===== src/rtl/isq_oldest_select.sv =====
// isq_oldest_select: oldest-ready pick from the issue-queue entry array.
// A combinational tournament tree finds the oldest entry with ready_to_dequeue
// set; the winner is captured into a single registered issue slot and told to
// free itself through a one-hot clear_entry pulse in the same cycle.
//
// Issue handshake (valid/ready): issue_valid stays high and issue_data,
// issue_index and issue_slot stay stable until a cycle with issue_ready high;
// that cycle is the accept. A new pick may be captured in the accept cycle,
// giving one uop per cycle. flush drops the held uop without counting it.
module isq_oldest_select #(
    parameter int NUM_ENTRIES = 8,
    parameter int DATA_WIDTH  = 64,
    parameter int INDEX_WIDTH = 7,
    localparam int SLOT_WIDTH = $clog2(NUM_ENTRIES)
) (
    input  logic                               clock,
    input  logic                               reset_n,
    input  logic                               flush,
    input  logic [NUM_ENTRIES-1:0]             entry_ready,
    input  logic [NUM_ENTRIES*DATA_WIDTH-1:0]  entry_data,
    input  logic [NUM_ENTRIES*INDEX_WIDTH-1:0] entry_index,
    output logic [NUM_ENTRIES-1:0]             clear_entry,
    output logic                               issue_valid,
    input  logic                               issue_ready,
    output logic [DATA_WIDTH-1:0]              issue_data,
    output logic [INDEX_WIDTH-1:0]             issue_index,
    output logic [SLOT_WIDTH-1:0]              issue_slot,
    output logic [31:0]                        issue_count
);

    // Tree nodes are heap-numbered: node 1 is the root, node k has children
    // 2k (lower slots) and 2k+1 (higher slots), leaves are NUM_ENTRIES..2N-1.
    localparam int NODES = 2 * NUM_ENTRIES;

    logic                   node_valid [1:NODES-1];
    logic [INDEX_WIDTH-1:0] node_index [1:NODES-1];
    logic [SLOT_WIDTH-1:0]  node_slot  [1:NODES-1];

    logic                   any_ready;
    logic [SLOT_WIDTH-1:0]  win_slot;
    logic [INDEX_WIDTH-1:0] win_index;
    logic [DATA_WIDTH-1:0]  win_data;
    logic                   load;
    logic                   accept;

    logic                   issue_valid_q, issue_valid_d;
    logic [DATA_WIDTH-1:0]  issue_data_q,  issue_data_d;
    logic [INDEX_WIDTH-1:0] issue_index_q, issue_index_d;
    logic [SLOT_WIDTH-1:0]  issue_slot_q,  issue_slot_d;
    logic [31:0]            issue_count_q, issue_count_d;

    // Wrap-aware age compare: same wrap flag means the smaller ROB position
    // is older; differing flags mean the larger position has not yet wrapped.
    function automatic logic is_older(input logic [INDEX_WIDTH-1:0] a,
                                      input logic [INDEX_WIDTH-1:0] b);
        logic                   fa, fb;
        logic [INDEX_WIDTH-2:0] pa, pb;
        fa = a[INDEX_WIDTH-1];
        fb = b[INDEX_WIDTH-1];
        pa = a[INDEX_WIDTH-2:0];
        pb = b[INDEX_WIDTH-2:0];
        return (fa == fb) ? (pa < pb) : (pa > pb);
    endfunction

    // Tournament tree: fill leaves, then resolve pairs bottom-up; the right
    // child only wins when strictly older, so ties go to the lower slot.
    always_comb begin
        for (int s = 0; s < NUM_ENTRIES; s++) begin
            node_valid[NUM_ENTRIES+s] = entry_ready[s];
            node_index[NUM_ENTRIES+s] = entry_index[s*INDEX_WIDTH +: INDEX_WIDTH];
            node_slot[NUM_ENTRIES+s]  = SLOT_WIDTH'(s);
        end
        for (int k = NUM_ENTRIES - 1; k >= 1; k--) begin
            if (node_valid[2*k+1] &&
                (!node_valid[2*k] || is_older(node_index[2*k+1], node_index[2*k]))) begin
                node_valid[k] = 1'b1;
                node_index[k] = node_index[2*k+1];
                node_slot[k]  = node_slot[2*k+1];
            end else begin
                node_valid[k] = node_valid[2*k];
                node_index[k] = node_index[2*k];
                node_slot[k]  = node_slot[2*k];
            end
        end
    end

    assign any_ready = node_valid[1];
    assign win_slot  = node_slot[1];
    assign win_index = node_index[1];
    assign win_data  = entry_data[win_slot*DATA_WIDTH +: DATA_WIDTH];

    assign accept = issue_valid_q && issue_ready;
    assign load   = !flush && any_ready && (!issue_valid_q || issue_ready);

    // One-hot clear to the captured entry; silent whenever nothing is loaded.
    always_comb begin
        clear_entry = '0;
        if (load) begin
            clear_entry[win_slot] = 1'b1;
        end
    end

    // Next-state for the issue slot and the issued-uop counter.
    always_comb begin
        issue_valid_d = issue_valid_q;
        issue_data_d  = issue_data_q;
        issue_index_d = issue_index_q;
        issue_slot_d  = issue_slot_q;
        issue_count_d = issue_count_q;
        if (flush) begin
            issue_valid_d = 1'b0;
        end else if (load) begin
            issue_valid_d = 1'b1;
            issue_data_d  = win_data;
            issue_index_d = win_index;
            issue_slot_d  = win_slot;
        end else if (accept) begin
            issue_valid_d = 1'b0;
        end
        if (accept && !flush) begin
            issue_count_d = issue_count_q + 32'd1;
        end
    end

    // Issue-slot registers with asynchronous active-low reset.
    always_ff @(posedge clock or negedge reset_n) begin
        if (!reset_n) begin
            issue_valid_q <= 1'b0;
            issue_data_q  <= '0;
            issue_index_q <= '0;
            issue_slot_q  <= '0;
            issue_count_q <= '0;
        end else begin
            issue_valid_q <= issue_valid_d;
            issue_data_q  <= issue_data_d;
            issue_index_q <= issue_index_d;
            issue_slot_q  <= issue_slot_d;
            issue_count_q <= issue_count_d;
        end
    end

    assign issue_valid = issue_valid_q;
    assign issue_data  = issue_data_q;
    assign issue_index = issue_index_q;
    assign issue_slot  = issue_slot_q;
    assign issue_count = issue_count_q;

endmodule

===== config.mk =====
export PLATFORM = sky130hd
export DESIGN_NAME = isq_oldest_select
export DESIGN_NICKNAME = d
export VERILOG_FILES = /design/src/rtl/isq_oldest_select.sv
export SDC_FILE = /design/constraint.sdc
export NUM_CORES = 1
export LEC_CHECK = 0
export ABC_AREA = 1
export CORE_AREA = 5 5 270 272
export CTS_CLUSTER_DIAMETER = 200
export DETAILED_ROUTE_END_ITERATION = 6
export DIE_AREA = 0 0 275 277
export GPL_TIMING_DRIVEN = 0
export REMOVE_ABC_BUFFERS = 1
export SLEW_MARGIN = 20
export SYNTH_ARGS = -nofsm -noshare
export SYNTH_HDL_FRONTEND = slang
export SYNTH_SLANG_ARGS = --single-unit

===== constraint.sdc =====
create_clock -name clock -period 5.8 [get_ports clock]
set_input_delay 0.58 -clock clock [delete_from_list [all_inputs] [get_ports clock]]
set_output_delay 0.58 -clock clock [all_outputs]
set_load 0.005 [all_outputs]

==> Word-level counts from Yosys, hierarchy flattened <==
Cells that the tools add are included.
{ "classes": {"bitwise_logic": 1, "n_addsub": 1, "reduce_logical": 31, "eq_ne": 7, "order_cmp": 16, "mux": 34, "shift": 1} }
{ "op_table": {"columns": ["op", "count"], "rows": [
  ["$shiftx 512x10->64", 1],
  ["$mux 7", 7],
  ["$gt 6x6->1", 7],
  ["$lt 6x6->1", 7],
  ["$add 32x1->32 const B", 1],
  ["$mux 1", 22],
  ["$logic_and 1x1->1", 12],
  ["$logic_not 1->1", 9],
  ["$mux 3", 3],
  ["$logic_or 1x1->1", 8],
  ["$mux 8", 1],
  ["$eq 1x1->1", 7],
  ["$lt 3x4->1 const B", 1],
  ["$demux 1 s3", 1],
  ["$ge 3x1->1 const B", 1],
  ["$reduce_bool 3->1", 1],
  ["$reduce_and 2->1", 1],
  ["$not 1->1", 1]
]} }
{ "word_totals": {"out_inout_bits": 115, "reg_bits": 107} }

==> Longest topological paths before layout <==
Gate-level depths: netlist of the first run.
{ "depth": {"word_depth": 20, "ltp_mapped": 44} }

==> Least setup slack after synthesis of the first run <==
OpenSTA, ideal clock, no wires.
{ "synth_path": {"path_kind": "input -> output", "startpoint": "input entry_index[47]", "endpoint": "output clear_entry[2]", "arrival_time_ps": 5075, "slack_ps": 145, "path_stages": 36, "path_cell_list": "inv_1 > ha_1 > nand2_1 > nor2_1 > nand2_1 > nand3_1 > nand2_1 > nand3_2 > nand2_1 > inv_1 > clkbuf_1 > o21ai_0 > ha_1 > a21oi_1 > o21ai_0 > a21oi_1 > nand3_1 > nand3_2 > nand2_2 > inv_1 > clkbuf_1 > o21ai_0 > ha_1 > nand2_1 > nor2_1 > o21ai_0 > o211a_1 > a31oi_1 > nand3_1 > nand3_4 > nand2_4 > nand2_4 > buf_4 > buf_2 > nand3_1 > nor2_1"} }
{ "synth_via": {"elab_chain_cells": 20, "word_cells_on_any_way": 33, "classes_between": "8 x order compare; 2 x eq/ne; 14 x mux; 9 x reduce/logical"} }
{ "synth_lines": {"columns": ["element", "line_no", "source"], "rows": [
  ["from (decl)", "21", "input logic [NUM_ENTRIES*INDEX_WIDTH-1:0] entry_index,"],
  ["$gt 6x6->1 or $lt 6x6->1 (tied branches)", "62", "return (fa == fb) ? (pa < pb) : (pa > pb);"],
  ["$mux 1", "62", null],
  ["$logic_or 1x1->1", "75", "(!node_valid[2*k] || is_older(node_index[2*k+1], node_index[2*k]))) begin"],
  ["$logic_and 1x1->1", "74", "if (node_valid[2*k+1] &&"],
  ["$mux 7", "74", null],
  ["$gt 6x6->1 (tied with other cells)", "62", null],
  ["$mux 1", "62", null],
  ["$logic_or 1x1->1", "75", null],
  ["[4 not listed]", null, null],
  ["$logic_or 1x1->1", "75", null],
  ["$logic_and 1x1->1", "74", null],
  ["$mux 3", "74", null],
  ["$lt 3x4->1 (implied by the code) or $ge 3x1->1 (tied branches)", "99", "clear_entry[win_slot] = 1'b1;"],
  ["$logic_and 1x1->1 (implied by the code)", "99", null],
  ["$mux 1 (implied by the code)", "99", null],
  ["$demux 1 s3", "99", null],
  ["$mux 8 *", "98", "if (load) begin"],
  ["to (decl)", "22", "output logic [NUM_ENTRIES-1:0] clear_entry,"]
]} }
Mark *: on every way between the ends. The rest lies on a longest branch, timed or not.

==> Final worst setup path of the first run <==
{ "layout_path": {"startpoint": "input entry_index[18]", "endpoint": "output clear_entry[7]"} }
Same word-level chain as after synthesis.

==> results of run 1 <==
## per-stage QoR
step	cells	total power (uW)	worst slack (ps)	instance area, sq um
2_1_floorplan	1921	4360	-4300	11500
3_3_place_gp	3565	7110	-10530	19600
3_5_place_dp	3583	7040	-2890	20200
4_1_cts	3700	9000	-210	22300
5_1_grt	3750	10300	-496	23400
6_report	3751	9750	-291	23400
## routing by layer
metal | track usage (%) | part of all wire [%] | vias up
li1 | - | - | 8267
met1 | 23.3 | 40 | 8421
met2 | 31.7 | 46 | 991
met3 | 4.33 | 9.6 | 181
met4 | 8.39 | 4.8 | 0
met5 | 0 | 0 | -
## synthesized netlist by cell type
library cell | instances | area [sq um]
nand3_1 | 743 | 3720
nand2_1 | 502 | 1880
inv_1 | 286 | 1070
dfrtp_1 | 107 | 2680
buf_2 | 104 | 521
nand3b_1 | 64 | 480
ha_1 | 43 | 538
o21ai_0 | 43 | 215
nor2_1 | 32 | 120
buf_4 | 24 | 180
clkbuf_1 | 23 | 86.3
xor2_1 | 18 | 158
a21oi_1 | 17 | 85.1
xnor2_1 | 11 | 96.3
nand3_2 | 7 | 70.1
nand4_1 | 7 | 43.8
o211ai_1 | 6 | 45.0
nand2_2 | 5 | 31.3
inv_2 | 4 | 15.0
nand2_4 | 4 | 45.0
nor3_1 | 4 | 20.0
a31oi_1 | 3 | 18.8
buf_1 | 2 | 7.51
nor2_2 | 2 | 12.5
nor3_2 | 2 | 20.0
nor4_1 | 2 | 12.5
nor4_2 | 2 | 25.0
o21bai_1 | 2 | 15.0
buf_6 | 1 | 11.3
nand3_4 | 1 | 17.5
o211a_1 | 1 | 10.0
o221ai_1 | 1 | 8.76
o31ai_1 | 1 | 7.51
or4_1 | 1 | 7.51
## timing repair
action                                  CTS  global route
pin swaps                               118            73
gates resized for setup                 358           144
buffers inserted                         77            30
endpoints found under the setup margin   81            73
gates cloned                             25            20
## state kept, by name, indices dropped and copies added, names as in the netlist
name	cells
issue_count	32
issue_data	64
issue_index	7
issue_slot	3
issue_valid	1
## layout by cell type, fill, tap and decap left out, types with 6 or more instances in the layout
master and count:
buf_12 8, buf_6 18, xor2_1 18, nand3_2 29, ha_1 11, nor2_2 7, nand2_4 23, nor2_4 11
clkdlybuf4s50_1 632, dlygate4sd2_1 19, clkbuf_2 8, clkdlybuf4s15_1 10, clkbuf_16 23, nor2_1 16, nand2_2 32, o21ai_2 25
nand3_1 716, buf_2 15, inv_1 255, nand4_1 7, inv_2 26, nand3b_1 64, buf_16 20, nand2_1 453
nand3_4 8, xnor2_1 11, a21oi_2 10, buf_4 89, nand2_8 11, ha_4 30, dfrtp_1 107, o21ai_4 12
o211ai_1 6, buf_8 6
## layout make-up
cell class / count / area [sq um]
Antenna cell: 3 / 7.51
Clock buffer: 10 / 239
Clock inverter: 6 / 57.6
Fill cell: 7463 / 47100
Inverter: 290 / 1150
Multi-Input combinational cell: 1534 / 9100
Sequential cell: 107 / 2680
Tap cell: 950 / 1190
Timing Repair Buffer: 846 / 8920
Timing Repair inverter: 5 / 40.0
## report_power, final
group	internal (uW)	switching, uW
combinational	3160	4710
clock	315	381
sequential	1020	162
total	4490	5250
## final timing paths
check	start	endpoint	slack, ps	cells after the start
worst max register to register	issue_valid	issue_count[31]	2560	15
min in group clock	issue_count[31]	issue_count[31]	480	1
worst min-delay path	reset_n	issue_data[39]	70	1
max in group asynchronous	reset_n	issue_data[59]	4980	2
worst min register to register	issue_count[31]	issue_count[31]	480	1
worst max-delay path	entry_index[18]	clear_entry[7]	-290	39
## cell families (layout without fill, tap and decap cells)
| kind of cell | after synthesis | in the layout | share of synthesized area (%) |
|---|---|---|---|
| AND/OR/NAND/NOR | 1378 | 1388 | 53.0 |
| buffers and inverters | 444 | 1157 | 15.4 |
| flip-flops | 107 | 107 | 21.8 |
| AO/OA/AOI/OAI | 74 | 74 | 3.30 |
| adder cells (fa/ha/maj) | 43 | 43 | 4.38 |
| XOR/XNOR | 29 | 29 | 2.07 |
| other | 0 | 3 | 0 |
==> results by group, run 1 <==
STA
  • Final Critical Period: 6090 ps
  • Setup-failing EPs final: 49
  • Setup ws final: -291 ps
  • Max-slew violations: 0
  • RSZ-0062 raised after global routing: yes
  • Least-Margin Pin Slew: around 1000 ps
  • Slew margin rel.: 33.0%
  • Fmax: around 0.16 GHz
  • Period utilisation layout: 105%
  • Final TNS setup: -4570 ps
  • Final Hold Vio Count: 0
  • Skew final: between 15 and 20 ps
  • Final hold slack: a little over 70 ps

Power and ir drop
  • Peak supply drop: around 0.00040 V
  • Pwr Density: approximately 420 nW/um^2
  • P_leak: approximately 0.011 uW

Global routing
  • GR Overflow Total: 0
  • Vias in the first global route: approximately 17000
  • First-pass GRT wire length: approximately 110 mm
  • Antenna violations before repair: 4
  • Largest net degree at the start of global routing: slightly below 80
  • Total track usage: 19.0%

Clock network
  • # H-tree levels: 3
  • Clk Latency, worst-skew pair: between 300 and 400 ps
  • Total CTS buffers: 9
  • Clk sink count: 107
  • Root Driver: clkbuf_16
  • Hold Buf Count CTS: 0
  • TritonCTS clock tree: done
  • Clock Tree Buf Depth: 2
  • Clk slew on worst S/H paths: about 90 ps

Synthesis
  • Mapped Cells: roughly 2100
  • Register area share after synthesis: 21.8%
  • Syn Area/Cell: slightly below 6 sq um
  • Synth Warn #: 0
  • Yosys reg bits: around 110
  • Unique masters post-synth: 34
  • Post-Syn Area: approximately 12000 sq um

Run
  • Max-Cap Viols: 0

Setup path
  • Worst EP required: 5220 ps
  • Slowest stage delay, CP: 290 ps
  • CP arrival: between 5000 and 6000 ps
  • Startpoint Class: input pin
  • Buf+Inv Stages, Crit Path: 7
  • Slowest-stage cell, CP: ha_1
  • Top Family by Delay on Critical Path: simple AND/OR/NAND/NOR gates
  • Worst Path Max Fanout: 7
  • Critical path class: input pin to output port
  • Critical path's most frequent cell: nand2_8
  • Endpoint type of the worst setup path: output port

Placed design
  • PortBufs: a little under 700
  • HPWL Detailed: ~50 mm
  • RD Place Congestion: between 0.8 and 0.9

Floorplan
  • FP Rows: 98
  • Full die area: ~76000 sq um
  • Chip width: between 200 and 300 microns
  • Io pins: just under 700
  • Die height: roughly 280 microns
  • Initial core utilization: 17.4%
  • Core area: 70500 sq um

Outcome
  • Failing checks: negative setup slack
  • Outcome: finished with violations

Drt
  • Post-route ant nets: 0
  • Vias per cell: 4.76
  • Via count: about 18000
  • Final WL: roughly 84 mm
  • DRT Pass-1 Iters: 5
  • First DRT Iteration DRCs: between 1000 and 1500
  • Drc violations: 0
  • DR WL/cell: around 22 microns

Finish
  • Final nets: 3416
  • Share of layout cells above drive strength 1: roughly 16%
  • Area growth from synthesis to layout: 90.4%
  • Finished Core Util: 33.2%

Worst hold path
  • Hold Crit Class: input pin to async pin
No activity file was read; power rests on OpenSTA's default activity.
==> run 2: changes to the inputs <==
--- a/constraint.sdc
+++ b/constraint.sdc
@@ -3,2 +3,2 @@
 set_output_delay 0.58 -clock clock [all_outputs]
-set_load 0.005 [all_outputs]
+set_load 0.05 [all_outputs]
==> results by group, run 2 (same netlist as run 1, synthesis figures left out) <==
Finish
  • Share of layout cells above drive strength 1: 17.5% (+1.6 points)
  • Commonest non-fill, non-tap cell in the layout: nand3_1
  • Layout Cells excl Fill: 3749 (-0.053%)
  • Area growth from synthesis to layout: 92.4%
  • Final nets: 3413 (-0.088%)
  • Max FFs per register: 64 (unchanged)
  • Commonest non-fill, non-tap cells in the layout: nand3_1 (677), clkdlybuf4s50_1 (631), nand2_1 (453), inv_1 (254), dfrtp_1 (107)

Setup path
  • R2R setup slack: 2520 ps (-40 ps)
  • Endpoint type of the worst setup path: output port
  • Cell count of the worst reg-to-reg path: 15 (unchanged)
  • Slowest-stage cell, CP: ha_4
  • CP arrival: 5710 ps (+200 ps)
  • Worst EP required: 5220 ps (about the same)
  • Startpoint Class: input pin
  • Worst R2R End: issue_count[31]
  • Worst path depth: 38 (-2.6%)
  • Slowest stage delay, CP: 320 ps (+30 ps)
  • Critical path's most frequent cell: nand2_2
  • Critical path class: input pin to output port
  • Buf+Inv Stages, Crit Path: 7 (unchanged)
  • R2R Path Start: issue_valid
  • CP endpoint: clear_entry[7]
  • Worst Path Max Fanout: 7 (unchanged)
  • Critical Path Start: entry_index[12]
  • Top Family by Delay on Critical Path: simple AND/OR/NAND/NOR gates

STA
  • Final hold slack: 80.6 ps (+8.18 ps)
  • Final TNS setup: -9210 ps (-4640 ps)
  • Fmax: 0.159 GHz (-3.2%)
  • Slew margin rel.: 33.9% (+0.88 points)
  • Final Critical Period: 6290 ps (+199 ps)
  • Max-slew violations: 0 (unchanged)
  • Least-Margin Pin Slew: 989 ps (-13.2 ps)
  • RSZ-0062 raised after global routing: yes
  • Final Hold Vio Count: 0 (unchanged)
  • Skew final: 17.2 ps (-1.79 ps)
  • Setup ws final: -490 ps (-199 ps)
  • Setup-failing EPs final: 54 (+10%)
  • Period utilisation layout: 108% (+3.4 points)

Drt
  • Vias per cell: 4.70 (-1.2%)
  • DR WL/cell: 21.9 microns (-1.8%)
  • DRT Pass-1 Iters: 5 (unchanged)
  • Final WL: 82.1 mm (-1.8%)
  • First DRT Iteration DRCs: 1380 (+2.1%)
  • Post-route ant nets: 0 (unchanged)
  • Drc violations: 0 (unchanged)
  • Via count: 17638 (-1.2%)

Clock network
  • Hold Buf Count CTS: 0 (unchanged)
  • Clock Tree Buf Depth: 2 (unchanged)
  • Clk Latency, worst-skew pair: 390 ps (about the same)
  • Total CTS buffers: 9 (unchanged)
  • Clk sink count: 107 (unchanged)
  • Root Driver: clkbuf_16
  • Clk slew on worst S/H paths: 90 ps (about the same)
  • # H-tree levels: 3 (unchanged)
  • TritonCTS clock tree: done

Floorplan
  • Initial core utilization: 17.4% (unchanged)
  • Io pins: 695 (unchanged)
  • Chip width: 275 microns (unchanged)
  • FP Rows: 98 (unchanged)
  • Full die area: 76200 sq um (unchanged)
  • Core area: 70500 sq um (unchanged)
  • Die height: 277 microns (unchanged)

Global routing
  • Vias in the first global route: 16959 (-0.082%)
  • GR Overflow Total: 0 (unchanged)
  • Antenna violations before repair: 5 (+1)
  • First-pass GRT wire length: 108 mm (-1.5%)
  • Total track usage: 18.6% (-0.40 points)
  • Largest net degree at the start of global routing: 79 (unchanged)

Outcome
  • Outcome: finished with violations
  • Failing checks: negative setup slack

Power and ir drop
  • Design Power: 10700 uW (+10%)
  • Pwr Density: 455 nW/um^2 (+9.2%)
  • Peak supply drop: 0.000575 V (+45%)
  • P_leak: 0.0109 uW (+0.77%)

Placed design
  • HPWL Detailed: 49.6 mm (unchanged)
  • PortBufs: 694 (unchanged)
  • Place WS: -3200 ps (-302 ps)
  • Placed insts: 3583 (unchanged)
  • RD Place Congestion: 0.846 (unchanged)

Worst hold path
  • Hold Crit Class: input pin to async pin

Run
  • Max-Cap Viols: 0 (unchanged)
-- run 2: worst min-delay path by stage --
stage / to / slack, ps / depth (start not counted)
after global placement: issue_slot[1] / 470 / 2
after CTS: issue_data[39] / 60 / 1
after floorplan: issue_count[0] / 280 / 0
after detailed placement: issue_count[31] / 470 / 1
after global routing: issue_count[27] / 80 / 1
final: issue_data[39] / 80 / 1
-- run 2: layout make-up --
class	count	area, sq um
diodes	4	10.0
clock buffers	10	239
clock inverters	6	57.6
fillers	7446	46900
inverters	290	1150
multi-input cells	1533	9270
flip-flops and latches	107	2680
well taps	950	1190
repair buffers	845	9000
repair inverters	4	31.3
-- run 2: through the flow --
step,util (%),instance area [sq um]
after floorplan,-,11500
after global placement,27.8,19600
after detailed placement,28.6,20200
after CTS,31.7,22300
after global routing,33.5,23600
final,33.5,23600
-- run 2: metal layers --
layer	GRT usage (%)	vias up	routed length [microns]
met5	0	-	0
met4	7.77	0	3410
met3	4.07	156	7550
met2	31.3	903	38200
met1	22.9	8319	32900
li1	-	8260	-
-- run 2: what timing repair did --
item / 4_1_cts / 5_1_grt
setup buffers: 74 / 33
endpoints found under the setup margin: 81 / 73
gates resized for setup: 439 / 167
cloned: 22 / 17
pin swaps: 105 / 80
-- run 2: power breakdown --
group / switching [uW] / internal [uW]
clock: 381 / 315
sequential: 162 / 1020
combinational: 5650 / 3230
